==> src/rtl/mem_port_multi.sv <==
// Memory access unit: one wait-state bus transaction per control-FSM request; owns IR and MDR.
// Latency: request cycle + WAIT (>=1 cycle, until iBusReady) + DONE; oStall holds the FSM throughout.
module mem_port_multi (
  input  logic        iCLK,
  input  logic        iRST,
  input  logic [31:0] iPC,
  input  logic [31:0] iALUOut,
  input  logic [31:0] iRegB,
  input  logic        iIorD,
  input  logic        iMemRead,
  input  logic        iMemWrite,
  input  logic        iIRWrite,
  output logic [31:0] oIR,
  output logic [6:0]  oOp,
  output logic [31:0] oMDR,
  output logic        oStall,
  output logic        oAccessFault,
  output logic [31:0] oBusAddr,
  output logic [31:0] oBusWData,
  output logic [3:0]  oBusBE,
  output logic        oBusRead,
  output logic        oBusWrite,
  input  logic [31:0] iBusRData,
  input  logic        iBusReady
);

  typedef enum logic [1:0] {S_IDLE, S_WAIT, S_DONE} state_t;

  // What the load extender needs once the bus answers.
  typedef struct packed {
    logic [2:0] funct3;
    logic [1:0] lane;
  } acc_t;

  state_t      state;
  acc_t        acc_q;
  logic        req;
  logic [31:0] addr;
  logic [2:0]  funct3;
  logic        illegal;
  logic [3:0]  st_be;
  logic [31:0] st_wdata;
  logic [7:0]  ld_byte;
  logic [15:0] ld_half;
  logic [31:0] ld_data;

  assign req    = iMemRead | iMemWrite;
  assign addr   = iIorD ? iALUOut : iPC;
  assign funct3 = iIorD ? oIR[14:12] : 3'b010;
  assign oOp    = oIR[6:0];
  assign oStall = ((state == S_IDLE) && req) || (state == S_WAIT);

  always_comb begin
    illegal = 1'b0;
    case (funct3[1:0])
      2'b00:   illegal = 1'b0;
      2'b01:   illegal = addr[0];
      2'b10:   illegal = (addr[1:0] != 2'b00);
      default: illegal = 1'b1;
    endcase
    if (iIorD && ((funct3 == 3'b110) || (funct3 == 3'b111)))
      illegal = 1'b1;
  end

  always_comb begin
    st_be    = 4'b1111;
    st_wdata = iRegB;
    case (funct3[1:0])
      2'b00: begin
        st_be    = 4'b0001 << addr[1:0];
        st_wdata = {4{iRegB[7:0]}};
      end
      2'b01: begin
        st_be    = addr[1] ? 4'b1100 : 4'b0011;
        st_wdata = {2{iRegB[15:0]}};
      end
      default: begin
        st_be    = 4'b1111;
        st_wdata = iRegB;
      end
    endcase
  end

  always_comb begin
    ld_byte = iBusRData[7:0];
    case (acc_q.lane)
      2'd0: ld_byte = iBusRData[7:0];
      2'd1: ld_byte = iBusRData[15:8];
      2'd2: ld_byte = iBusRData[23:16];
      2'd3: ld_byte = iBusRData[31:24];
      default: ld_byte = iBusRData[7:0];
    endcase
    ld_half = acc_q.lane[1] ? iBusRData[31:16] : iBusRData[15:0];
    case (acc_q.funct3)
      3'b000:  ld_data = {{24{ld_byte[7]}}, ld_byte};
      3'b100:  ld_data = {24'h000000, ld_byte};
      3'b001:  ld_data = {{16{ld_half[15]}}, ld_half};
      3'b101:  ld_data = {16'h0000, ld_half};
      default: ld_data = iBusRData;
    endcase
  end

  always_ff @(posedge iCLK or posedge iRST) begin
    if (iRST) begin
      state        <= S_IDLE;
      acc_q        <= '0;
      oIR          <= 32'h00000013;
      oMDR         <= 32'h0;
      oAccessFault <= 1'b0;
      oBusAddr     <= 32'h0;
      oBusWData    <= 32'h0;
      oBusBE       <= 4'b0000;
      oBusRead     <= 1'b0;
      oBusWrite    <= 1'b0;
    end else begin
      case (state)
        S_IDLE: begin
          if (req) begin
            if (illegal) begin
              oAccessFault <= 1'b1;
              state        <= S_DONE;
            end else begin
              oBusAddr <= {addr[31:2], 2'b00};
              acc_q    <= '{funct3: funct3, lane: addr[1:0]};
              // A simultaneous read request is dropped: the write takes the bus.
              if (iMemWrite) begin
                oBusWrite <= 1'b1;
                oBusBE    <= st_be;
                oBusWData <= st_wdata;
              end else begin
                oBusRead <= 1'b1;
                oBusBE   <= 4'b0000;
              end
              state <= S_WAIT;
            end
          end
        end
        S_WAIT: begin
          if (iBusReady) begin
            oBusRead  <= 1'b0;
            oBusWrite <= 1'b0;
            if (oBusRead) begin
              if (iIRWrite) oIR <= iBusRData;
              else          oMDR <= ld_data;
            end
            state <= S_DONE;
          end
        end
        S_DONE:  state <= S_IDLE;
        default: state <= S_IDLE;
      endcase
    end
  end

endmodule

==> config.mk <==
export PLATFORM = sky130hd
export DESIGN_NAME = mem_port_multi
export DESIGN_NICKNAME = d
export VERILOG_FILES = /design/src/rtl/mem_port_multi.sv
export SDC_FILE = /design/constraint.sdc
export NUM_CORES = 1
export LEC_CHECK = 0
export CAP_MARGIN = 20
export CORE_MARGIN = 4
export CORE_UTILIZATION = 44
export DETAILED_ROUTE_END_ITERATION = 10
export PLACE_DENSITY = 0.86
export SLEW_MARGIN = 5
export SYNTH_ARGS = -nofsm -noshare
export SYNTH_HDL_FRONTEND = slang
export SYNTH_SLANG_ARGS = --single-unit
==> constraint.sdc <==
create_clock -name iCLK -period 6 [get_ports iCLK]
set_input_delay 1.8 -clock iCLK [delete_from_list [all_inputs] [get_ports iCLK]]
set_output_delay 1.8 -clock iCLK [all_outputs]
set_load 0.02 [all_outputs]
==> summary.md <==
| Metric | Value |
|---|---|
| Post-Syn Area | approximately 7000 sq um |
| Worst Tran Pin Value | 1.053 ns |
| Largest net degree at the start of global routing | a little over 70 |
| CORE AREA | 15370 sq um |
| Final net count | between 900 and 1000 |
| CTS tree | done |
| Setup ws final | between 1 and 1.5 ns |
| CP max FO | 7 |
| Post-synth EDFFs | 0 |
| Max Slew Vio Count | 0 |
| Hold WS | between 0.4 and 0.5 ns |
| Worst hold path type | flop to flop |
| First-pass GRT wire length | between 30 and 40 mm |
| Number of synthesized register bits | 140 |
| Setup Viol. Count Final | 0 |
| Leak Pwr | approximately 4.5 nW |
| Post-CTS setup buffers | 0 |
| Fillers | between 1000 and 1500 |
| Max cap viols | 0 |
| TritonCTS Buffers | 17 |
| Number of clock sinks | 140 |
| Worst path arrival time | between 3 and 4 ns |
| Share of the synthesized area in the top cell type | roughly half |
| Crit share post-route | between 80% and 90% |
| Multi-input combinational cell area | about 3000 sq um |
| Max clock buf depth | 2 |
| Synth async-reset ratio | 100.0% |
| Pwr per Cell Area | about 550 nW/um^2 |
| Reg2reg setup slack | 3.28 ns |
| Post-Place Worst Slack | between 1 and 1.5 ns |
| IO Count | roughly 280 |
| Final wirelength | roughly 20 mm |
| Via count | 5434 |
| Synth Flop Type | dfrtp_1 |
| Clock transition at the registers of the reported paths | roughly 0.060 ns |
| Setup TNS Final | 0 ns |
| Data required, critical path | approximately 4.2 ns |
| DR DRC count | 0 |
| Clock Skews | approximately 0.0072 ns |
| Die Span Y | around 130 um |
| DR iter-0 viols | between 200 and 300 |
| Drt wl/cell | approximately 19 um |
| Placer Congestion | around 0.8 |
| Most frequent CP cell | clkdlybuf4s50_1 |
| RR Endpoint | oBusWData[26] |
| R2r worst-path depth | 6 |
| Mapped Avg Cell Area | around 12 sq um |
| Worst Setup End Kind | primary output |
| Resized cells post-CTS | 0 |
| Post-DRT Antenna Nets | 0 |
| Antenna cells | 0 |
| Vias per Instance | around 5 |
| Root buf cell | clkbuf_16 |
| Post-layout min period | 4.987 ns |
| Register area | 3507 sq um |
| Max Clock Freq | between 0.2 and 0.25 GHz |
| Gr ovfl total | 0 |
| Crit start category | input port |
| Slowest-stage cell, CP | clkdlybuf4s50_1 |
| Port bufs | 275 |
| Largest cells by area after synthesis | dfrtp_1 49%, mux2_2 13%, mux2_4 9.5% |
| H-Tree Depth | 4 |
| Initial antenna violation count | 0 |
| Area delta synth->final | 48.58% |
| Clock insertion delay at the later pin of the skew report | approximately 0.41 ns |
| Crit path kind | input port to primary output |
| Max-slew headroom | between 20% and 30% |
| Register area share after synthesis | between 50 and 60% |
| Layout cells sized above 1 | about a fifth |
| Status | finished clean |
| Origin of the critical flop-to-flop path | oIR[13] |
| Rows | 45 |
| Fin. Hold Viols | 0 |
| Layout Cells excl Fill | roughly 1100 |
| Vias in the first global route | approximately 5800 |
| Total Routing Usage GR | about 23% |
| Die width | between 100 and 150 um |
| DRT Pass-1 Iters | 5 |
| Inst Count DP | roughly 1000 |
| VDD IR max | about 300 uV |
| Number of synthesis warnings | 0 |
| DP HPWL | between 15 and 20 mm |
| Hold_buf cts | 0 |
| Worst Setup SP | iMemWrite |
| Synth Instances | ~570 |
| Setup crit end | oStall |
| RSZ-0062 raised after global routing | false |
| Die ar. | between 15000 and 20000 sq um |
| Critical Path, Cell by Cell | clkdlybuf4s50_1 -> nor3_1 -> nor2_1 -> clkdlybuf4s50_1 |
| Initial Utilization | a little under half |
| Largest stage delay, worst path | roughly 0.61 ns |
| Post-synth top area cell | dfrtp_1 |
| Synth unique cells | 50 |
[cells in the mapped netlist, types with 9 or more instances]
master,n
nor2_1,38
mux2i_1,30
buf_2,9
mux2_4,44
o21ai_0,20
inv_1,17
mux2_2,83
a21oi_1,35
buf_4,9
dfrtp_1,137
nand2_1,61
clkbuf_1,14
[state kept, by name, summed over array words and instances, names as in the netlist]
name and cells:
oBusWData 32, oIR 32, oMDR 32, oBusAddr 30, acc_q 5, oBusBE 4
state 2, oAccessFault 1, oBusRead 1, oBusWrite 1
[critical path: cells and delay by family]
family	cells	cell delay, ns
and+or+nand+nor	2	0.18
buffers and inverters	2	1.21
[through the flow]
stage               power (mW)  util [%]  cell area [sq um]
floorplan                3.334         -               6980
global placement         4.504     63.30               9729
detailed placement       4.567     63.30               9729
CTS                      5.721     67.44              10370
global route             5.977     67.44              10370
finish                   5.684     67.44              10370
[worst min-delay path by stage]
| stage | start | endpoint | slack, ns | cells after the start |
|---|---|---|---|---|
| floorplan | state[1] | state[1] | 0.47 | 1 |
| global placement | oAccessFault | oAccessFault | 0.46 | 2 |
| detailed placement | oMDR[14] | oMDR[14] | 0.47 | 1 |
| CTS | oMDR[14] | oMDR[14] | 0.48 | 1 |
| global route | oMDR[14] | oMDR[14] | 0.49 | 1 |
| finish | oMDR[10] | oMDR[10] | 0.48 | 1 |
[power breakdown]
group          internal (mW)  switching [mW]  total [mW]
sequential              1.41           0.339        1.75
combinational           1.47            1.34        2.81
clock                  0.729           0.401        1.13
[layer usage]
metal	vias up	global-route usage, %	wire (um)
met5	-	0	0
met4	0	6.286	261
met3	21	6.977	1843
met2	253	39.11	10150
met1	2650	28.14	8022
li1	2510	-	-
[layout make-up]
class	instances	area share (%)
Inverter	18	0.7001
Clock buffer	22	4.575
Clock inverter	10	1.569
Tap cell	211	2.547
Sequential cell	140	33.83
Timing Repair Buffer	283	27.09
Multi-Input combinational cell	374	29.69
[cells by family after synthesis]
family | share of synthesized area (%)
AO/OA/AOI/OAI | 8.196
multiplexers | 27.49
other | 0.05375
buffers and inverters | 5.739
AND/OR/NAND/NOR | 8.250
flip-flops | 50.27
[placed cells by master, fill, tap and decap left out, types with 8 or more instances in the layout]
master | netlist | layout
clkdlybuf4s50_1 | 0 | 274
dfrtp_1 | 137 | 137
mux2_2 | 83 | 83
nand2_1 | 61 | 61
mux2_4 | 44 | 44
nor2_1 | 38 | 38
a21oi_1 | 35 | 35
mux2i_1 | 30 | 30
o21ai_0 | 20 | 20
clkbuf_16 | 0 | 17
inv_1 | 17 | 16
buf_4 | 9 | 8
No activity file was read; power rests on OpenSTA's default activity.
